**src/rtl/msrv32_muldiv_unit.sv**
```systemverilog
// Iterative RV32M multiply/divide unit for the execute stage.
// Multiplies use shift-add and divides use restoring division, both on operand
// magnitudes with one bit per cycle, so a normal operation spends exactly XLEN
// cycles in CALC. Divide-by-zero and signed overflow resolve on a one-cycle
// fast path straight into DONE. kill_in aborts any operation and suppresses a
// pending result.
module msrv32_muldiv_unit #(
    parameter int XLEN = 32
) (
    input  logic            ms_riscv32_mp_clk_in,
    input  logic            ms_riscv32_mp_rst_in,
    input  logic            start_in,
    input  logic [2:0]      funct3_in,
    input  logic [XLEN-1:0] op_1_in,
    input  logic [XLEN-1:0] op_2_in,
    input  logic            kill_in,
    output logic            busy_out,
    output logic            valid_out,
    output logic [XLEN-1:0] result_out
);

    localparam int CNT_W = $clog2(XLEN) + 1;

    localparam logic [CNT_W-1:0]  CNT_ONE  = {{(CNT_W-1){1'b0}}, 1'b1};
    localparam logic [CNT_W-1:0]  CNT_LAST = CNT_W'(XLEN - 1);
    localparam logic [XLEN-1:0]   ONE_X    = {{(XLEN-1){1'b0}}, 1'b1};
    localparam logic [2*XLEN-1:0] ONE_2X   = {{(2*XLEN-1){1'b0}}, 1'b1};
    localparam logic [XLEN-1:0]   MIN_NEG  = {1'b1, {(XLEN-1){1'b0}}};

    typedef enum logic [1:0] {
        S_IDLE = 2'd0,
        S_CALC = 2'd1,
        S_DONE = 2'd2
    } state_t;

    // Two's-complement negation when neg is set (XLEN wide).
    function automatic logic [XLEN-1:0] cond_neg(input logic [XLEN-1:0] v, input logic neg);
        return neg ? (~v + ONE_X) : v;
    endfunction

    // Two's-complement negation when neg is set (2*XLEN wide product).
    function automatic logic [2*XLEN-1:0] cond_neg2(input logic [2*XLEN-1:0] v, input logic neg);
        return neg ? (~v + ONE_2X) : v;
    endfunction

    state_t            r_state;
    state_t            w_state_nxt;
    logic [CNT_W-1:0]  r_cnt;
    logic [2:0]        r_funct3;
    logic              r_neg;
    // Multiply: {partial product high, multiplier/product low}.
    // Divide:   {partial remainder, dividend/quotient}.
    logic [2*XLEN-1:0] r_acc;
    // Multiplicand magnitude (multiply) or divisor magnitude (divide).
    logic [XLEN-1:0]   r_opb;
    logic [XLEN-1:0]   r_result;

    logic              w_accept;
    logic              w_last;
    logic              w_sign_a;
    logic              w_sign_b;
    logic [XLEN-1:0]   w_mag_a;
    logic [XLEN-1:0]   w_mag_b;
    logic              w_neg;
    logic              w_div_zero;
    logic              w_ovf;
    logic              w_fast;
    logic [XLEN-1:0]   w_fast_res;

    logic [XLEN:0]     w_sum;
    logic [XLEN:0]     w_rem_sh;
    logic [XLEN-1:0]   w_diff;
    logic              w_ge;
    logic [2*XLEN-1:0] w_acc_nxt;
    logic [2*XLEN-1:0] w_prod;
    logic [XLEN-1:0]   w_mul_res;
    logic [XLEN-1:0]   w_div_res;
    logic [XLEN-1:0]   w_calc_res;

    assign busy_out   = (r_state == S_CALC);
    assign valid_out  = (r_state == S_DONE);
    assign result_out = r_result;
    assign w_accept   = start_in && !kill_in && (r_state != S_CALC);
    assign w_last     = (r_cnt == CNT_LAST);

    // Decode the incoming request: operand signs, magnitudes and special cases.
    always_comb begin
        w_sign_a   = 1'b0;
        w_sign_b   = 1'b0;
        w_neg      = 1'b0;
        w_fast_res = '0;
        case (funct3_in)
            3'b001: begin                        // MULH
                w_sign_a = op_1_in[XLEN-1];
                w_sign_b = op_2_in[XLEN-1];
                w_neg    = w_sign_a ^ w_sign_b;
            end
            3'b010: begin                        // MULHSU
                w_sign_a = op_1_in[XLEN-1];
                w_neg    = w_sign_a;
            end
            3'b100: begin                        // DIV
                w_sign_a = op_1_in[XLEN-1];
                w_sign_b = op_2_in[XLEN-1];
                w_neg    = w_sign_a ^ w_sign_b;
            end
            3'b110: begin                        // REM
                w_sign_a = op_1_in[XLEN-1];
                w_sign_b = op_2_in[XLEN-1];
                w_neg    = w_sign_a;
            end
            default: begin                       // MUL, MULHU, DIVU, REMU
                w_neg    = 1'b0;
            end
        endcase
        w_mag_a    = cond_neg(op_1_in, w_sign_a);
        w_mag_b    = cond_neg(op_2_in, w_sign_b);
        w_div_zero = funct3_in[2] && (op_2_in == '0);
        w_ovf      = ((funct3_in == 3'b100) || (funct3_in == 3'b110)) &&
                     (op_1_in == MIN_NEG) && (op_2_in == '1);
        w_fast     = w_div_zero || w_ovf;
        if (w_div_zero) begin
            w_fast_res = funct3_in[1] ? op_1_in : '1;
        end else if (w_ovf) begin
            w_fast_res = funct3_in[1] ? '0 : op_1_in;
        end
    end

    // One iteration of shift-add or restoring division, plus final result select.
    always_comb begin
        w_sum    = {1'b0, r_acc[2*XLEN-1:XLEN]} + (r_acc[0] ? {1'b0, r_opb} : '0);
        w_rem_sh = {r_acc[2*XLEN-1:XLEN], r_acc[XLEN-1]};
        w_ge     = (w_rem_sh >= {1'b0, r_opb});
        // When w_ge holds the true difference is below 2^XLEN, so the low bits suffice.
        w_diff   = w_rem_sh[XLEN-1:0] - r_opb;
        if (r_funct3[2]) begin
            w_acc_nxt = {(w_ge ? w_diff : w_rem_sh[XLEN-1:0]), r_acc[XLEN-2:0], w_ge};
        end else begin
            w_acc_nxt = {w_sum, r_acc[XLEN-1:1]};
        end
        w_prod     = cond_neg2(w_acc_nxt, r_neg);
        w_mul_res  = (r_funct3[1:0] == 2'b00) ? w_prod[XLEN-1:0] : w_prod[2*XLEN-1:XLEN];
        w_div_res  = cond_neg(r_funct3[1] ? w_acc_nxt[2*XLEN-1:XLEN] : w_acc_nxt[XLEN-1:0], r_neg);
        w_calc_res = r_funct3[2] ? w_div_res : w_mul_res;
    end

    // Next-state logic; kill overrides everything, including a same-cycle start.
    always_comb begin
        w_state_nxt = r_state;
        if (kill_in) begin
            w_state_nxt = S_IDLE;
        end else begin
            case (r_state)
                S_IDLE: begin
                    if (w_accept) w_state_nxt = w_fast ? S_DONE : S_CALC;
                end
                S_CALC: begin
                    if (w_last) w_state_nxt = S_DONE;
                end
                S_DONE: begin
                    if (w_accept) w_state_nxt = w_fast ? S_DONE : S_CALC;
                    else          w_state_nxt = S_IDLE;
                end
                default: w_state_nxt = S_IDLE;
            endcase
        end
    end

    // State register.
    always_ff @(posedge ms_riscv32_mp_clk_in) begin
        if (ms_riscv32_mp_rst_in) r_state <= S_IDLE;
        else                      r_state <= w_state_nxt;
    end

    // Operand capture, iteration and result register.
    always_ff @(posedge ms_riscv32_mp_clk_in) begin
        if (ms_riscv32_mp_rst_in) begin
            r_cnt    <= '0;
            r_funct3 <= '0;
            r_neg    <= 1'b0;
            r_acc    <= '0;
            r_opb    <= '0;
            r_result <= '0;
        end else if (kill_in) begin
            r_cnt    <= '0;
        end else if (w_accept) begin
            r_funct3 <= funct3_in;
            r_neg    <= w_neg;
            r_opb    <= funct3_in[2] ? w_mag_b : w_mag_a;
            r_acc    <= {{XLEN{1'b0}}, (funct3_in[2] ? w_mag_a : w_mag_b)};
            r_cnt    <= '0;
            if (w_fast) r_result <= w_fast_res;
        end else if (r_state == S_CALC) begin
            r_acc <= w_acc_nxt;
            if (w_last) begin
                r_cnt    <= '0;
                r_result <= w_calc_res;
            end else begin
                r_cnt    <= r_cnt + CNT_ONE;
            end
        end
    end

endmodule

```
**config.mk**
```make
export PLATFORM = sky130hd
export DESIGN_NAME = msrv32_muldiv_unit
export DESIGN_NICKNAME = d
export VERILOG_FILES = /design/src/rtl/msrv32_muldiv_unit.sv
export SDC_FILE = /design/constraint.sdc
export NUM_CORES = 1
export LEC_CHECK = 0
export CAP_MARGIN = 20
export CORE_MARGIN = 4
export CORE_UTILIZATION = 33
export CTS_CLUSTER_DIAMETER = 50
export CTS_CLUSTER_SIZE = 20
export DETAILED_ROUTE_END_ITERATION = 10
export PLACE_DENSITY = 0.54
export SETUP_SLACK_MARGIN = 0.2
export SLEW_MARGIN = 40
export SYNTH_ARGS = -nofsm -noshare
export SYNTH_HDL_FRONTEND = slang
export SYNTH_SLANG_ARGS = --single-unit
```
**constraint.sdc**
```tcl
create_clock -name ms_riscv32_mp_clk_in -period 8.15 [get_ports ms_riscv32_mp_clk_in]
set_clock_uncertainty 0.15 [all_clocks]
set_input_delay 1.63 -clock ms_riscv32_mp_clk_in [delete_from_list [all_inputs] [get_ports ms_riscv32_mp_clk_in]]
set_output_delay 1.63 -clock ms_riscv32_mp_clk_in [all_outputs]
set_load 0.01 [all_outputs]
```
==> results.toml, run 1 <==
[status]
status = "finished clean"

[cts]
cts.sinks = 140
cts_buffers = 17
clock_latency_ns = 0.51
clockBufferDepth = 2
cts.clk_slew.worst_paths_ns = 0.07
cts_hold_buffers = 0
cts_max_level = 4
post_cts_buffers = 0
cts_tree = "done"
ctsResizeCount = 0
cts-root-buf = "clkbuf_16"

[drt]
vias = 19655
routed_wl_um = 81600
post_drt_wl_per_cell_um = 26.0
vias_per_cell = 6.25
first_pass_iters = 6
route.detailed.drc = 0
antenna_left = 0
drt_iter0_drc = 2348

[layout]
fillers = 5375
area_delta_synth_final_pct = 14.1
nets = 2603
fin_cells = 3146
drive_above_1_share_pct = 7.72

[sta]
slew_headroom_pct = 36.9
period_minus_slack_ns = 7.08
drv_slew = 0
setup_tns_ns = 0
finalHoldViolCount = 0
holdWs_ns = 0.319
setup_slack_ns = 1.07
rsz0062_at_grt = "false"
setup_viol = 0
tightest_slew_ns = 0.942
fin_crit_sh_pct = 86.9
timing.fmax_ghz = 0.141

[power]
power.total_w = 0.00276
internal-power_w = 0.00163
power.switching_w = 0.00113
p_sw_share_pct = 40.9
power.share.combinational_pct = 38.5
seqPwrFrac_pct = 27.8
clockPowerShare_pct = 33.7
p_leak_nw = 7.08
powerDensity_nw_per_um2 = 144
vdd_ir_drop_max_v = 0.000169

[die]
placementRows = 82
core_um2 = 50200
die_y_um = 233
start_util_pct = 33.4
die_w_um = 233
die_area_um2 = 54500
io_pins = 105

[synth]
synth-simple-area-share_pct = 26.6
yosys_register_bits = 140
yosysWarnings = 0
synth_compound_area_share_pct = 33.1
async_reset_ff_share_pct = 0
synth_edf_count = 0
synth_ff_type = "dfxtp_1"
yosysSeqAreaShare_pct = 16.7
synthTopCellsByArea = "dfxtp_1 (17%), nand2_1 (6.9%), a21oi_1 (6.5%)"
ys_types = 96
synthMuxAreaShare_pct = 4.97
syn-cell-area_um2 = 16800
syn_inst = 2453
synth_top_family_by_area = "compound AO/OA/AOI/OAI gates"
synth-xor-area-share_pct = 7.32
synth_adder_area_share_pct = 5.46
yosys.area.top_type = "dfxtp_1"
synth_fp_nets = 2596
syn_area_per_cell_um2 = 6.83
netlist.area_leader.share_pct = 16.7

[grt]
track_usage_pct = 29.2
grt_start_max_net_pins = 89
grt_pass1_vias = 17865
grt_antenna_before_repair = 2
grt_pass1_wl_um = 119000
grt_overflow_total = 0

[worst_setup_path]
crit_path_start_kind = "register"
critPathMaxFanout = 9
crit_path_frequent_cell = "nand2_1"
cpMaxStageDelayCell = "o31ai_2"
worst_setup_path_end_kind = "register"
arrival_ns = 7.32
required_ns = 8.39
slowest_delay_ns = 0.59
crit_type = "register to register"
cp_cell_sequence = "inv_1 > ha_1 > a21oi_1 > o21ai_0 > a41o_1 > o31ai_2 > o211ai_1 > nand2_1 > ha_1 > or3b_2 > or2_2 > nor3_1 > nand2_1 > or3_1 > nor4_4 > nand2_1 > nor3_1 > o2bb2ai_1 > a221oi_1 > a311o_1"

[place]
dp_hpwl_um = 63400
dp.cells = 3113
gp_congestion = 1.02
preCtsSetupSlack_ns = 1.29
numPortBuffers = 104

[run]
drv_cap = 0

[hold_path]
hold_path.class = "register to register"
[cell families after synthesis]
group           after synthesis
compound gates              831
xor+xnor                    140
fa+ha+maj                    72
buf+inv                     241
flops                       140
mux                          79
simple gates                950
[worst max-delay path, delay by kind of cell (launching register included)]
| family | cells | cell delay [ns] |
|---|---|---|
| simple gates | 9 | 3.42 |
| fa+ha+maj | 2 | 0.65 |
| flops | 1 | 0.43 |
| buf+inv | 1 | 0.07 |
| compound gates | 8 | 2.27 |
[flip-flops by register name (all words and copies together) (netlist names)]
signal,cells
r_acc,64
r_cnt,6
r_funct3,3
r_neg,1
r_opb,32
r_state,2
result_out,32
[power groups by stage]
stage | clock network (W) | registers, W | logic, W
after floorplan | 0 | 0.000761 | 0.000652
after global placement | 0 | 0.000777 | 0.00102
after detailed placement | 0 | 0.000778 | 0.00103
after CTS | 0.000942 | 0.000763 | 0.00103
after global routing | 0.000966 | 0.000768 | 0.00113
final | 0.000928 | 0.000765 | 0.00106
[per-stage QoR]
step | cell area [um2] | util [%]
after floorplan | 16800 | -
after global placement | 18400 | 36.7
after detailed placement | 18400 | 36.8
after CTS | 19100 | 38.1
after global routing | 19100 | 38.1
final | 19100 | 38.1
[cell type report]
class,instances,area (um2),area share (%)
Sequential cell,140,2810,14.7
Clock buffer,19,443,2.32
Tap cell,672,841,4.40
Multi-Input combinational cell,2072,13100,68.5
Timing Repair Buffer,158,1450,7.56
Antenna cell,1,2.50,0.0131
Inverter,71,267,1.39
Clock inverter,13,214,1.12
[Yosys cell counts (16+ instances only)]
cell,instances
o211ai_1,80
xor2_1,59
nand2_1,310
a31oi_1,31
nor4_1,31
o21a_1,22
mux2_2,33
a22oi_1,24
nor3_1,74
buf_1,18
nand4_1,31
and2_1,51
mux2i_1,45
inv_1,70
or3_1,23
xnor2_1,81
o21ai_0,176
or2_2,16
nor2_1,267
and3_1,19
buf_2,21
a211oi_1,38
nand3_1,55
a21o_1,23
a311oi_1,32
a21oi_1,218
dfxtp_1,140
ha_1,70
o31ai_1,28
clkbuf_1,124
[layout by cell type (no fill, tap or decap), types with 30 or more instances in the layout]
cell,count
mux2i_1,45
buf_4,53
ha_1,70
nand2_1,310
a211oi_1,37
a31oi_1,30
a21oi_1,216
dfxtp_1,136
inv_1,69
mux2_2,33
nand3_1,55
and2_1,51
nor4_1,30
o211ai_1,80
nand4_1,31
xnor2_1,81
xor2_1,59
nor3_1,74
a311oi_1,30
nor2_1,263
o21ai_0,175
clkdlybuf4s50_1,102
[per-layer routing]
metal,track usage [%],share of wire [%],up-vias,wire length [um]
met5,0,0.016,-,13
met4,13.5,5.0,2,4050
met3,6.87,8.8,174,7160
met2,42.9,43,948,34700
met1,40.3,44,9434,35700
li1,-,-,9097,-
[final timing paths]
| check | cells after the start | from | endpoint | slack [ns] |
|---|---|---|---|---|
| worst max-delay path | 20 | r_opb[16]$_SDFFE_PP0P_ | result_out[28]$_SDFFE_PP0P_ | 1.07 |
| worst max register to register | 20 | r_opb[16]$_SDFFE_PP0P_ | result_out[28]$_SDFFE_PP0P_ | 1.07 |
| worst min register to register | 2 | r_opb[12]$_SDFFE_PP0P_ | r_opb[12]$_SDFFE_PP0P_ | 0.32 |
| worst min-delay path | 2 | r_opb[12]$_SDFFE_PP0P_ | r_opb[12]$_SDFFE_PP0P_ | 0.32 |
Power figures use the tool's default switching activity.
==> run 2, diff against run 1 <==
CTS_BUF_LIST = sky130_fd_sc_hd__clkbuf_8 sky130_fd_sc_hd__clkbuf_16   (was unset)
==> results.toml, run 2 (same netlist as run 1, synthesis figures left out) <==
[drt]
routed_wl_um = 81600
vias_per_cell = 6.24
drt_iter0_drc = 2401
first_pass_iters = 6
antenna_left = 0
post_drt_wl_per_cell_um = 25.9
vias = 19643
route.detailed.drc = 0

[worst_setup_path]
worst-path-buf-inv = 1
cpMaxStageDelayCell = "o31ai_2"
rrSetupSlack_ns = 1.07
worst_setup_path_end_kind = "register"
slowest_delay_ns = 0.59
crit_path_start_kind = "register"
arrival_ns = 7.32
crit_path_frequent_cell = "nand2_1"
crit_type = "register to register"
required_ns = 8.39
cpLargestDelayFamily = "simple AND/OR/NAND/NOR gates"
critPathMaxFanout = 9
cp_cell_sequence = "inv_1 > ha_1 > a21oi_1 > o21ai_0 > a41o_1 > o31ai_2 > o211ai_1 > nand2_1 > ha_1 > or3b_2 > or2_2 > nor3_1 > nand2_1 > or3_1 > nor4_4 > nand2_1 > nor3_1 > o2bb2ai_1 > a221oi_1 > a311o_1"

[layout]
seq_area_um2 = 2810
fillers = 5375
drive_above_1_share_pct = 7.72
final_common_cell = "nand2_1"
fin_cells = 3146
largest_register_ffs = 64
multi_input_area_um2 = 13100
mostFrequentLayoutCells = "nand2_1 (310), nor2_1 (263), a21oi_1 (216)"
nets = 2603
top_register = "r_acc"
area_delta_synth_final_pct = 14.1

[grt]
grt_pass1_wl_um = 119000
use_met3_pct = 6.87
grt_antenna_before_repair = 2
grt_start_max_net_pins = 89
grt_pass1_vias = 17865
grtUsageMet2_pct = 42.9
grt-busiest-layer = "met2"
track_usage_pct = 29.2
grt_use_met1_pct = 40.3
grt_overflow_total = 0

[place]
dp_hpwl_um = 63400
gp_congestion = 1.02
dp.cells = 3113
numPortBuffers = 104
preCtsSetupSlack_ns = 1.29

[sta]
rsz0062_at_grt = "false"
setup_tns_ns = 0
tightest_slew_ns = 0.926
fin_crit_sh_pct = 86.9
setup_slack_ns = 1.07
setup_viol = 0
period_minus_slack_ns = 7.08
drv_slew = 0
finalHoldViolCount = 0
slew_headroom_pct = 38.0
timing.fmax_ghz = 0.141

[power]
seqPwrFrac_pct = 27.8
power.total_w = 0.00275
p_leak_nw = 7.08
internal-power_w = 0.00163
vdd_ir_drop_max_v = 0.000169
power.share.combinational_pct = 38.5
clockPowerShare_pct = 33.7
p_sw_share_pct = 40.9
power.switching_w = 0.00113
powerDensity_nw_per_um2 = 144

[cts]
ctsResizeCount = 0
cts_hold_buffers = 0
cts.clk_slew.worst_paths_ns = 0.07
cts-root-buf = "clkbuf_16"
clockBufferDepth = 2
cts.sinks = 140
cts_tree = "done"
cts_buffers = 17
cts_max_level = 4
post_cts_buffers = 0
clock_latency_ns = 0.51

[die]
core_um2 = 50200
io_pins = 105
start_util_pct = 33.4
die_y_um = 233
die_area_um2 = 54500
die_w_um = 233
placementRows = 82

[hold_path]
hold_path.class = "register to register"

[run]
drv_cap = 0

[status]
status = "finished clean"
run 2: cell count changes in the layout (fill, tap and decap cells not counted), sizes merged:
cell / change
inv: +1
clkbuf: -1
run 2: cell type report:
class                           count  share of cell area (%)
Sequential cell                   140                    14.7
Antenna cell                        1                  0.0131
Timing Repair Buffer              158                    7.56
Multi-Input combinational cell   2072                    68.5
Tap cell                          672                    4.40
Inverter                           71                    1.39
Clock buffer                       18                    2.30
Clock inverter                     14                    1.14
run 2: worst paths after layout:
| path | from | end | cells after the start |
|---|---|---|---|
| setup / recovery | r_opb[16]$_SDFFE_PP0P_ | result_out[28]$_SDFFE_PP0P_ | 20 |
| hold / removal | r_opb[12]$_SDFFE_PP0P_ | r_opb[12]$_SDFFE_PP0P_ | 2 |
| setup reg to reg | r_opb[16]$_SDFFE_PP0P_ | result_out[28]$_SDFFE_PP0P_ | 20 |
| hold reg to reg | r_opb[12]$_SDFFE_PP0P_ | r_opb[12]$_SDFFE_PP0P_ | 2 |
run 2: power groups by stage:
stage / Sequential [W] / Combinational, W / Clock (W)
after floorplan: 0.000761 / 0.000652 / 0
after global placement: 0.000777 / 0.00102 / 0
after detailed placement: 0.000778 / 0.00103 / 0
after CTS: 0.000763 / 0.00103 / 0.000940
after global routing: 0.000768 / 0.00113 / 0.000965
final: 0.000765 / 0.00106 / 0.000927
run 2: metal layers:
layer	wire (um)	part of all wire, %
met5	13	0.016
met4	4180	5.1
met3	7460	9.1
met2	34500	42
met1	35500	43
run 2: per-stage QoR:
| stage | area, um2 | util [%] | hold WS, ns |
|---|---|---|---|
| 2_1_floorplan | 16800 | - | 0.290 |
| 3_3_place_gp | 18400 | 36.7 | 0.304 |
| 3_5_place_dp | 18400 | 36.8 | 0.311 |
| 4_1_cts | 19100 | 38.1 | 0.318 |
| 5_1_grt | 19100 | 38.1 | 0.339 |
| 6_report | 19100 | 38.1 | 0.319 |
run 2: worst reg2reg max path: stages (launching register included):
cell,delay (ns)
dfxtp_1,0.43
inv_1,0.07
ha_1,0.40
a21oi_1,0.26
o21ai_0,0.12
a41o_1,0.27
o31ai_2,0.59
o211ai_1,0.39
nand2_1,0.29
ha_1,0.26
or3b_2,0.48
or2_2,0.35
nor3_1,0.32
nand2_1,0.27
or3_1,0.52
nor4_4,0.49
nand2_1,0.31
nor3_1,0.37
o2bb2ai_1,0.16
a221oi_1,0.11
a311o_1,0.38
==> run 3, diff against run 2 <==
CAP_MARGIN = 10   (was 20)
==> results of run 3 <==
No change in the layout: final DEF, timing and power equal those of run 2.
